==> src/rtl/pulse_burst_if.sv <==
// Control/status bundle between the Control register bank and the pulse burst sequencer.
// The master side drives the controls; the slave side returns pulse and status.
interface pulse_burst_if #(
    parameter int CNT_W   = 32,
    parameter int BURST_W = 16
);
    logic               start;
    logic               trig;
    logic               use_trig;
    logic               abort;
    logic [CNT_W-1:0]   period;
    logic [CNT_W-1:0]   width;
    logic [BURST_W-1:0] count;
    logic               pulse;
    logic               busy;
    logic               armed;
    logic               done;
    logic [BURST_W-1:0] pulse_idx;

    modport master (
        output start, trig, use_trig, abort, period, width, count,
        input  pulse, busy, armed, done, pulse_idx
    );

    modport slave (
        input  start, trig, use_trig, abort, period, width, count,
        output pulse, busy, armed, done, pulse_idx
    );
endinterface

==> src/rtl/pulse_burst_ctrl.sv <==
// Run-time pulse burst sequencer: latches period/width/count on a start edge and emits a gated
// pulse train, optionally armed on an external trigger edge, with abort and busy/done status.
module pulse_burst_ctrl #(
    parameter int CNT_W   = 32,
    parameter int BURST_W = 16
) (
    input  logic          clk,
    input  logic          reset,
    pulse_burst_if.slave  bus
);
    typedef enum logic [1:0] {
        ST_IDLE  = 2'd0,
        ST_ARMED = 2'd1,
        ST_RUN   = 2'd2
    } state_t;

    state_t             state_r, state_nxt_s;
    logic               start_q_r, trig_q_r;
    logic               start_re_s, trig_re_s;
    logic [CNT_W-1:0]   p_r, w_r, ph_r;
    logic [CNT_W-1:0]   p_clamp_s, w_min_s, w_clamp_s, p_use_s, w_use_s, ph_nxt_s;
    logic [BURST_W-1:0] cnt_r, idx_r, cnt_use_s, idx_nxt_s;
    logic               load_s, wrap_s, last_wrap_s;
    logic               pulse_r, busy_r, armed_r, done_r;
    logic               pulse_nxt_s, busy_nxt_s, armed_nxt_s, done_nxt_s;

    assign start_re_s  = bus.start & ~start_q_r;
    assign trig_re_s   = bus.trig & ~trig_q_r;
    assign load_s      = (state_r == ST_IDLE) & start_re_s & ~bus.abort;
    assign wrap_s      = (state_r == ST_RUN) & (ph_r == (p_r - CNT_W'(1)));
    assign last_wrap_s = wrap_s & (cnt_r != {BURST_W{1'b0}}) & (idx_r == (cnt_r - BURST_W'(1)));

    // On the loading cycle the shadows are not yet written, so look through to the clamped inputs.
    assign p_use_s   = load_s ? p_clamp_s : p_r;
    assign w_use_s   = load_s ? w_clamp_s : w_r;
    assign cnt_use_s = load_s ? bus.count : cnt_r;

    // Clamp the requested period and width so every period has a high and a low cycle.
    always_comb begin
        if (bus.period < CNT_W'(2)) begin
            p_clamp_s = CNT_W'(2);
        end else begin
            p_clamp_s = bus.period;
        end
        if (bus.width == {CNT_W{1'b0}}) begin
            w_min_s = CNT_W'(1);
        end else begin
            w_min_s = bus.width;
        end
        if (w_min_s > (p_clamp_s - CNT_W'(1))) begin
            w_clamp_s = p_clamp_s - CNT_W'(1);
        end else begin
            w_clamp_s = w_min_s;
        end
    end

    // Edge-detect history and shadow registers for the burst parameters.
    always_ff @(posedge clk) begin
        if (reset) begin
            start_q_r <= 1'b0;
            trig_q_r  <= 1'b0;
            p_r       <= CNT_W'(2);
            w_r       <= CNT_W'(1);
            cnt_r     <= {BURST_W{1'b0}};
        end else begin
            start_q_r <= bus.start;
            trig_q_r  <= bus.trig;
            if (load_s) begin
                p_r   <= p_clamp_s;
                w_r   <= w_clamp_s;
                cnt_r <= bus.count;
            end else begin
                p_r   <= p_r;
                w_r   <= w_r;
                cnt_r <= cnt_r;
            end
        end
    end

    // State register, with the phase/index counters and the registered outputs.
    always_ff @(posedge clk) begin
        if (reset) begin
            state_r <= ST_IDLE;
            ph_r    <= {CNT_W{1'b0}};
            idx_r   <= {BURST_W{1'b0}};
            pulse_r <= 1'b0;
            busy_r  <= 1'b0;
            armed_r <= 1'b0;
            done_r  <= 1'b0;
        end else begin
            state_r <= state_nxt_s;
            ph_r    <= ph_nxt_s;
            idx_r   <= idx_nxt_s;
            pulse_r <= pulse_nxt_s;
            busy_r  <= busy_nxt_s;
            armed_r <= armed_nxt_s;
            done_r  <= done_nxt_s;
        end
    end

    // Next-state logic; abort overrides everything.
    always_comb begin
        state_nxt_s = state_r;
        if (bus.abort) begin
            state_nxt_s = ST_IDLE;
        end else begin
            case (state_r)
                ST_IDLE: begin
                    if (start_re_s) begin
                        state_nxt_s = bus.use_trig ? ST_ARMED : ST_RUN;
                    end else begin
                        state_nxt_s = ST_IDLE;
                    end
                end
                ST_ARMED: begin
                    if (trig_re_s) begin
                        state_nxt_s = ST_RUN;
                    end else begin
                        state_nxt_s = ST_ARMED;
                    end
                end
                ST_RUN: begin
                    if (last_wrap_s) begin
                        state_nxt_s = ST_IDLE;
                    end else begin
                        state_nxt_s = ST_RUN;
                    end
                end
                default: state_nxt_s = ST_IDLE;
            endcase
        end
    end

    // Output logic: the values the registered outputs take in the next cycle.
    always_comb begin
        ph_nxt_s  = {CNT_W{1'b0}};
        idx_nxt_s = {BURST_W{1'b0}};
        if ((state_nxt_s == ST_RUN) && (state_r == ST_RUN)) begin
            if (wrap_s) begin
                ph_nxt_s  = {CNT_W{1'b0}};
                idx_nxt_s = idx_r + BURST_W'(1);
            end else begin
                ph_nxt_s  = ph_r + CNT_W'(1);
                idx_nxt_s = idx_r;
            end
        end else begin
            ph_nxt_s  = {CNT_W{1'b0}};
            idx_nxt_s = {BURST_W{1'b0}};
        end
        pulse_nxt_s = (state_nxt_s == ST_RUN) && (ph_nxt_s < w_use_s);
        busy_nxt_s  = (state_nxt_s != ST_IDLE);
        armed_nxt_s = (state_nxt_s == ST_ARMED);
        done_nxt_s  = (state_nxt_s == ST_RUN) && (cnt_use_s != {BURST_W{1'b0}}) &&
                      (ph_nxt_s == (p_use_s - CNT_W'(1))) &&
                      (idx_nxt_s == (cnt_use_s - BURST_W'(1)));
    end

    // An abort arriving in the final cycle of a burst suppresses the completion strobe.
    assign bus.done      = done_r & ~bus.abort;
    assign bus.pulse     = pulse_r;
    assign bus.busy      = busy_r;
    assign bus.armed     = armed_r;
    assign bus.pulse_idx = idx_r;
endmodule
==> src/flat_wrapper.sv <==
// flat-port wrapper written by rule: the top's interface ports become plain ports
module pulse_burst_ctrl_flat 
#(
    parameter int CNT_W   = 32,
    parameter int BURST_W = 16
)
  (clk, reset, bus_start, bus_trig, bus_use_trig, bus_abort, bus_period, bus_width, bus_count, bus_pulse, bus_busy, bus_armed, bus_done, bus_pulse_idx);
  pulse_burst_if #(.CNT_W(CNT_W), .BURST_W(BURST_W)) bus_i ();
  input  logic clk;
  input  logic reset;
  input wire logic [$bits(bus_i.start)-1:0] bus_start;
  input wire logic [$bits(bus_i.trig)-1:0] bus_trig;
  input wire logic [$bits(bus_i.use_trig)-1:0] bus_use_trig;
  input wire logic [$bits(bus_i.abort)-1:0] bus_abort;
  input wire logic [$bits(bus_i.period)-1:0] bus_period;
  input wire logic [$bits(bus_i.width)-1:0] bus_width;
  input wire logic [$bits(bus_i.count)-1:0] bus_count;
  output wire logic [$bits(bus_i.pulse)-1:0] bus_pulse;
  output wire logic [$bits(bus_i.busy)-1:0] bus_busy;
  output wire logic [$bits(bus_i.armed)-1:0] bus_armed;
  output wire logic [$bits(bus_i.done)-1:0] bus_done;
  output wire logic [$bits(bus_i.pulse_idx)-1:0] bus_pulse_idx;
  assign bus_i.start = bus_start;
  assign bus_i.trig = bus_trig;
  assign bus_i.use_trig = bus_use_trig;
  assign bus_i.abort = bus_abort;
  assign bus_i.period = bus_period;
  assign bus_i.width = bus_width;
  assign bus_i.count = bus_count;
  assign bus_pulse = bus_i.pulse;
  assign bus_busy = bus_i.busy;
  assign bus_armed = bus_i.armed;
  assign bus_done = bus_i.done;
  assign bus_pulse_idx = bus_i.pulse_idx;
  pulse_burst_ctrl #(.CNT_W(CNT_W), .BURST_W(BURST_W)) u_core (.clk(clk), .reset(reset), .bus(bus_i));
endmodule
==> config.mk <==
export PLATFORM = sky130hd
export DESIGN_NAME = pulse_burst_ctrl_flat
export DESIGN_NICKNAME = d
export VERILOG_FILES = /design/src/rtl/pulse_burst_if.sv /design/src/rtl/pulse_burst_ctrl.sv /design/src/flat_wrapper.sv
export SDC_FILE = /design/constraint.sdc
export NUM_CORES = 1
export LEC_CHECK = 0
export CAP_MARGIN = 15
export CORE_MARGIN = 2
export CORE_UTILIZATION = 54
export CTS_BUF_LIST = sky130_fd_sc_hd__clkbuf_8 sky130_fd_sc_hd__clkbuf_16
export CTS_CLUSTER_SIZE = 24
export DETAILED_ROUTE_END_ITERATION = 12
export PLACE_DENSITY = 0.89
export SKIP_CTS_REPAIR_TIMING = 1
export SLEW_MARGIN = 20
export SYNTH_ARGS = -nofsm -noshare
export SYNTH_HDL_FRONTEND = slang
export SYNTH_SLANG_ARGS = --single-unit
==> constraint.sdc <==
create_clock -name clk -period 7.6 [get_ports clk]
set_input_delay 1.52 -clock clk [delete_from_list [all_inputs] [get_ports clk]]
set_output_delay 1.52 -clock clk [all_outputs]
set_load 0.1 [all_outputs]
==> summary.md, run 1 <==
| Metric | Value |
|---|---|
| Outcome | `completed` |
| Syn Nets | `1855` |
| Chip width | `155 µm` |
| DR vias | `14.0k` |
| Vias in the first global route | `13.0k` |
| Tot Pwr | `2.34 mW` |
| Final HPWL DP | `33.7 mm` |
| CTS Buffer Depth | `2` |
| Setup TNS | `0 ns` |
| Hold Vio Cnt, Final | `0` |
| Worst-path clk slew | `0.07 ns` |
| R2r startpoint | `u_core.p_r[0]` |
| Num CTS Buffers | `17` |
| Routed Antenna Nets | `0` |
| Die height | `155 µm` |
| Max Cap Viol | `0` |
| CP Class | `input pin to flip-flop` |
| Drt total wl | `45.1 mm` |
| Num rows | `55` |
| CP top delay family | `simple AND/OR/NAND/NOR gates` |
| Worst stage delay on the critical path | `0.57 ns` |
| RePlAce Congestion | `1.07` |
| Most frequent cell on the critical path | `a21oi_1` |
| # IOs | `106` |
| Design Area, Final | `14900 µm²` |
| Main flop type after synthesis | `dfxtp_1` |
| Library cells used by synthesis | `80` |
| Post-synth top cells | `nor2_1, dfxtp_1, nand2_1` |
| Pleak | `5.63 nW` |
| FF/Latch Area | `2720 µm²` |
| Number of buffers added on ports | `105` |
| Worst vdd ir | `0.000110 V` |
| CP max stage cell | `clkdlybuf4s50_1` |
| HP Class | `flip-flop to flip-flop` |
| Critical path arrival | `7.97 ns` |
| Pin count of the biggest net entering global routing | `83` |
| CP endpoint kind | `flip-flop` |
| Starting Density | `54.9%` |
| Seq cells post-synth | `136` |
| Nets@finish | `1952` |
| Worst Path Buf+Inv | `3` |
| CP startpoint kind | `input pin` |
| Worst Hold Launch | `u_core.w_r[14]` |
| Final setup vio count | `0` |
| R2r worst-path depth | `23` |
| Total congestion overflow | `0` |
| Post-Route Utilization | `66.2%` |
| Filler Cells Inserted | `1815` |
| Via-to-Cell Ratio | `6.70` |
| Max Clock Freq | `132 MHz` |
| YS warnings | `0` |
| Layout cells sized above 1 | `11.8%` |
| Top cell type's share of synthesized area | `22.0%` |
| Top cells by area, synth | `dfxtp_1, xnor2_1, nor2_1, ha_1, xor2_1` |
| Sinks on the clock net | `136` |
| H-tree levels | `4` |
| Max FO, Critical Path | `8` |
| Clock latency on the worst-skew pair | `0.44 ns` |
| CTS tree | `yes` |
| Worst hold endpoint | `u_core.w_r[14]` |
| Worst reg2reg setup slack | `1.30 ns` |
| Slew margin rel. | `32.4%` |
| Initial antenna violation count | `0` |
| Most common cell in the synthesized netlist | `nor2_1` |
| Routed len/inst | `21.6 µm` |
| Ys async rst share | `0%` |
| Clk root buf | `clkbuf_16` |
| Diode count | `0` |
| P per Cell Area | `157 nW/µm²` |
| 1st-pass router iterations | `8` |
| Dominant cell type by area after synthesis | `dfxtp_1` |
| Post-synth EDFFs | `0` |
| Cells after Synth | `1699` |
| Clock skew | `0.0137 ns` |
| Hold path depth | `2` |
| Final period demand of the worst path | `7.60 ns` |
| Area grow syn2layout | `20.6%` |
| Gr usage total | `36.0%` |
| Syn Std Cell Area | `12400 µm²` |
| Syn Area/Cell | `7.29 µm²` |
| Hold slack final | `0.500 ns` |
| First-pass GRT wire length | `69.0 mm` |
| # DRC | `0` |
| Crit Reg-Reg Endpoint | `u_core.bus.pulse` |
| Core Footprint | `22600 µm²` |
| Slew Limit Fails | `0` |
| Tcrit/Tclk final | `99.9%` |
| Area after DPL | `14000 µm²` |
| Iter 0 DRT Violations | `1803` |
| Multi-input logic area | `9250 µm²` |
| DIE AREA | `24200 µm²` |
| Register area share after synthesis | `22.0%` |
| Worst EP required | `7.97 ns` |
| Slew @ Worst Pin | `0.989 ns` |
-- worst min-delay path: stages (launching register included) --
cell,delay (ns)
dfxtp_1,0.31
a21oi_1,0.08
nor2_1,0.08
-- area by class of cell --
cell class,count,area share [%]
multi-input combinational,1397,61.9
sequential,136,18.2
timing repair buffer,212,12.8
clock buffer,19,3.03
tap,285,2.39
clock inverter,10,0.821
inverter,32,0.804
-- metal layers --
metal / global-route usage, % / vias up / part of all wire [%]
met5: 0 / - / 0
met1: 43.5 / 6489 / 37
met4: 21.8 / 0 / 7.1
met2: 59.1 / 978 / 45
met3: 7.16 / 261 / 10
li1: - / 6281 / -
-- through the flow --
step	instances	setup slack [ns]
after global placement	2047	-0.355
after detailed placement	2047	-0.827
after floorplan	1699	0.00379
after global routing	2091	-0.184
final	2091	0.00436
after CTS	2076	-0.424
-- kinds of logic (layout without fill, tap and decap cells) --
kind of cell,Yosys count,count (layout),share of synthesized area (%)
AO/OA/AOI/OAI,326,326,16.8
XOR/XNOR,201,201,14.5
adder cells (fa/ha/maj),70,70,7.07
buffers and inverters,166,273,5.46
flip-flops,136,136,22.0
multiplexers,35,35,2.84
AND/OR/NAND/NOR,765,765,31.4
-- where the power goes --
group          internal, mW  leakage [nW]  switching, mW
Clock                 0.497         0.274          0.341
Combinational         0.304          4.25          0.432
Sequential            0.736          1.10         0.0318
Total                  1.54          5.63          0.804
-- worst max path at each step --
stage	from	endpoint	slack, ns	cells past startpoint
after floorplan	bus_period[14]	u_core.bus.pulse	0.004	37
after global placement	bus_period[24]	u_core.bus.pulse	-0.35	36
after detailed placement	bus_period[24]	u_core.bus.pulse	-0.83	36
after CTS	bus_period[24]	u_core.bus.pulse	-0.42	36
after global routing	bus_period[17]	u_core.bus.pulse	-0.18	36
final	bus_period[31]	u_core.bus.pulse	0.004	34
-- sequential cells by signal, indices dropped and copies added, names as in the netlist --
signal,count
u_core.ph_r,32
u_core.w_r,32
u_core.start_q_r,1
u_core.p_r,32
u_core.bus.armed,1
u_core.state_r,2
u_core.bus.busy,1
u_core.done_r,1
u_core.bus.pulse_idx,16
u_core.bus.pulse,1
u_core.cnt_r,16
u_core.trig_q_r,1
-- cell usage in the layout (no fill, tap or decap), types with 19 or more instances in the layout --
cell type	synthesis	final
a211oi_1	37	32
a21oi_1	116	109
buf_4	0	100
clkdlybuf4s50_1	0	99
dfxtp_1	136	136
ha_1	70	68
inv_1	32	32
mux2i_1	34	34
nand2_1	128	125
nand2b_1	21	19
nand3_1	53	52
nand4_1	41	41
nor2_1	234	230
nor3_1	78	70
nor4_1	54	47
o21ai_0	55	46
or3_1	31	31
or4_1	20	20
xnor2_1	113	113
xor2_1	86	86
Note: power is estimated with default switching activity, not from simulation.
==> run 2, diff against run 1 <==
--- a/config.mk
+++ b/config.mk
@@ -12,6 +12,7 @@
 export CTS_CLUSTER_SIZE = 24
 export DETAILED_ROUTE_END_ITERATION = 12
 export PLACE_DENSITY = 0.89
+export SETUP_SLACK_MARGIN = 0.3
 export SKIP_CTS_REPAIR_TIMING = 1
 export SLEW_MARGIN = 20
 export SYNTH_ARGS = -nofsm -noshare
==> run 2 against run 1 <==
Net effect: sequential cell count is the same; clock power grew 8.6%; die area stayed put; register-to-register slack lost 0.10 ns; cell area is 0.99% higher; first-iteration DRC count shrank 13%; maximum frequency up 3.9%; sequential power barely moved; combinational power shrank 2%; hold slack worse by 0.0065 ns; critical path type unchanged; critical endpoint unchanged; largest power group unchanged; highest routed layer unchanged.
==> summary.md, run 2 (synthesis results as in run 1) <==
| Metric | Value |
|---|---|
| Outcome | `completed` |
| Diode count | `0 (unchanged)` |
| Post-Route Utilization | `66.8% (+0.65 points)` |
| Combinational share of power | `30.0% (-1.4 points)` |
| DIE AREA | `24200 µm² (unchanged)` |
| Slew margin rel. | `23.9% (-8.5 points)` |
| R2r startpoint | `u_core.p_r[0]` |
| Worst-path clk slew | `0.07 ns (about the same)` |
| NetSw | `0.838 mW (+4.2%)` |
| Num rows | `55 (unchanged)` |
| CP Class | `input pin to flip-flop` |
| Drt total wl | `45.1 mm (about the same)` |
| 1st-pass router iterations | `7 (-1)` |
| Routed Antenna Nets | `0 (unchanged)` |
| Final HPWL DP | `33.4 mm (-0.81%)` |
| Chip width | `155 µm (unchanged)` |
| Number of buffers added on ports | `105 (unchanged)` |
| Nets@finish | `1942 (-0.51%)` |
| Die height | `155 µm (unchanged)` |
| Commonest non-fill, non-tap cell in the layout | `nor2_1` |
| Max Clock Freq | `137 MHz (+3.9%)` |
| Worst Hold Launch | `u_core.w_r[23]` |
| Via-to-Cell Ratio | `6.63 (-1.0%)` |
| Clk root buf | `clkbuf_16` |
| Iter 0 DRT Violations | `1561 (-13%)` |
| Commonest non-fill, non-tap cells in the layout | `nor2_1, dfxtp_1, nand2_1, xnor2_1, a21oi_1` |
| CP startpoint kind | `input pin` |
| Filler Cells Inserted | `1836 (+1.2%)` |
| Seq pwr share | `32.0% (-0.8 points)` |
| Tot Pwr | `2.40 mW (+2.4%)` |
| Gr usage total | `35.9% (-0.12 points)` |
| # DRC | `0 (unchanged)` |
| Worst vdd ir | `0.000166 V (+51%)` |
| CP max stage cell | `nor4_4` |
| Routed len/inst | `21.7 µm (+0.39%)` |
| Total congestion overflow | `0 (unchanged)` |
| Worst hold endpoint | `u_core.w_r[23]` |
| Crit Reg-Reg Endpoint | `u_core.bus.pulse` |
| Pint | `1.56 mW (+1.5%)` |
| Biggest registers after layout | `u_core.p_r x32, u_core.ph_r x32, u_core.w_r x32` |
| CTS tree | `yes` |
| Critical path arrival | `7.68 ns (-0.29 ns)` |
| Clock latency on the worst-skew pair | `0.44 ns (about the same)` |
| Sinks on the clock net | `136 (unchanged)` |
| # IOs | `106 (unchanged)` |
| Starting Density | `54.9% (unchanged)` |
| Worst stage delay on the critical path | `0.33 ns (-0.24 ns)` |
| RePlAce Congestion | `1.04 (-3.4%)` |
| HP Class | `flip-flop to flip-flop` |
| Worst EP required | `7.97 ns (about the same)` |
| Initial antenna violation count | `0 (unchanged)` |
| Slew @ Worst Pin | `1.11 ns (+0.124 ns)` |
| DR vias | `13.8k (-1.4%)` |
| Num CTS Buffers | `17 (unchanged)` |
| Clock skew | `0.0146 ns (+0.000971 ns)` |
| Final period demand of the worst path | `7.31 ns (-0.286 ns)` |
| Final setup vio count | `0 (unchanged)` |
| Worst reg2reg setup slack | `1.20 ns (-0.10 ns)` |
| Sw frac | `35.0% (+0.60 points)` |
| First-pass GRT wire length | `68.6 mm (-0.68%)` |
| Clock power share | `38.0% (+2.2 points)` |
| CTS Buffer Depth | `2 (unchanged)` |
| Layout cells sized above 1 | `12.2% (+0.32 points)` |
| Hold Vio Cnt, Final | `0 (unchanged)` |
| Slew Limit Fails | `0 (unchanged)` |
| RSZ-0062 raised after global routing | `true` |
| Vias in the first global route | `13.2k (+1.5%)` |
| Max FO, Critical Path | `5 (-3)` |
| Pin count of the biggest net entering global routing | `90 (+8.4%)` |
| CP endpoint kind | `flip-flop` |
| Pleak | `5.85 nW (+3.9%)` |
| Tcrit/Tclk final | `96.2% (-3.8 points)` |
| Core Footprint | `22600 µm² (unchanged)` |
| FF/Latch Area | `2720 µm² (unchanged)` |
| R2r worst-path depth | `23 (unchanged)` |
| H-tree levels | `4 (unchanged)` |
| P per Cell Area | `159 nW/µm² (+1.4%)` |
| Multi-input logic area | `9330 µm² (+0.88%)` |
| Area grow syn2layout | `21.8%` |
| Hold path depth | `2 (unchanged)` |
| Max Cap Viol | `0 (unchanged)` |
run 2: stage by stage:
| step | setup TNS, ns | setup slack, ns | hold WS, ns | instances | instance area, µm² |
|---|---|---|---|---|---|
| global route | 0 | 0.0584 | 0.520 | 2084 | 15100 |
| global placement | -0.186 | -0.186 | 0.468 | 2037 | 14000 |
| CTS | -0.113 | -0.113 | 0.494 | 2069 | 14600 |
| floorplan | 0 | 0.319 | 0.456 | 1699 | 12500 |
| detailed placement | -0.516 | -0.516 | 0.477 | 2037 | 14000 |
| finish | 0 | 0.290 | 0.494 | 2084 | 15100 |
run 2: power groups by stage:
stage          logic (mW)  registers, mW  clock network (mW)
6_report            0.719          0.768               0.910
5_1_grt             0.768          0.770               0.941
4_1_cts             0.669          0.766               0.903
3_5_place_dp        0.662          0.781                   0
3_3_place_gp        0.645          0.780                   0
2_1_floorplan       0.447          0.767                   0
run 2: layout make-up:
type	instances	share of cell area, %
clock inverter	15	1.36
tap	285	2.36
clock buffer	17	2.82
sequential	136	18.1
timing repair buffer	202	12.7
inverter	32	0.796
multi-input combinational	1397	61.9
run 2: how the worst max path moves through the flow:
stage | startpoint | to | slack (ns)
final | bus_period[5] | u_core.bus.pulse | 0.29
after global routing | bus_period[5] | u_core.bus.pulse | 0.06
after CTS | bus_period[23] | u_core.bus.pulse | -0.11
after detailed placement | bus_period[23] | u_core.bus.pulse | -0.52
after global placement | bus_period[23] | u_core.bus.pulse | -0.19
after floorplan | bus_period[23] | u_core.bus.pulse | 0.32
run 2: routing by layer:
metal / routed length (µm) / part of all wire, % / global-route usage (%)
met3: 4490 / 10 / 6.32
met2: 20500 / 45 / 60.1
met4: 3490 / 7.7 / 23.3
met1: 16700 / 37 / 42.3
met5: 0 / 0 / 0
run 2: critical path: cells and delay by family:
family	cells	cell delay (ns)
AOI/OAI and AO/OA	16	2.49
xor gates and xnor gates	1	0.20
adders and majority gates	3	0.65
buffers and inverters	4	0.54
and+or+nand+nor	15	2.23
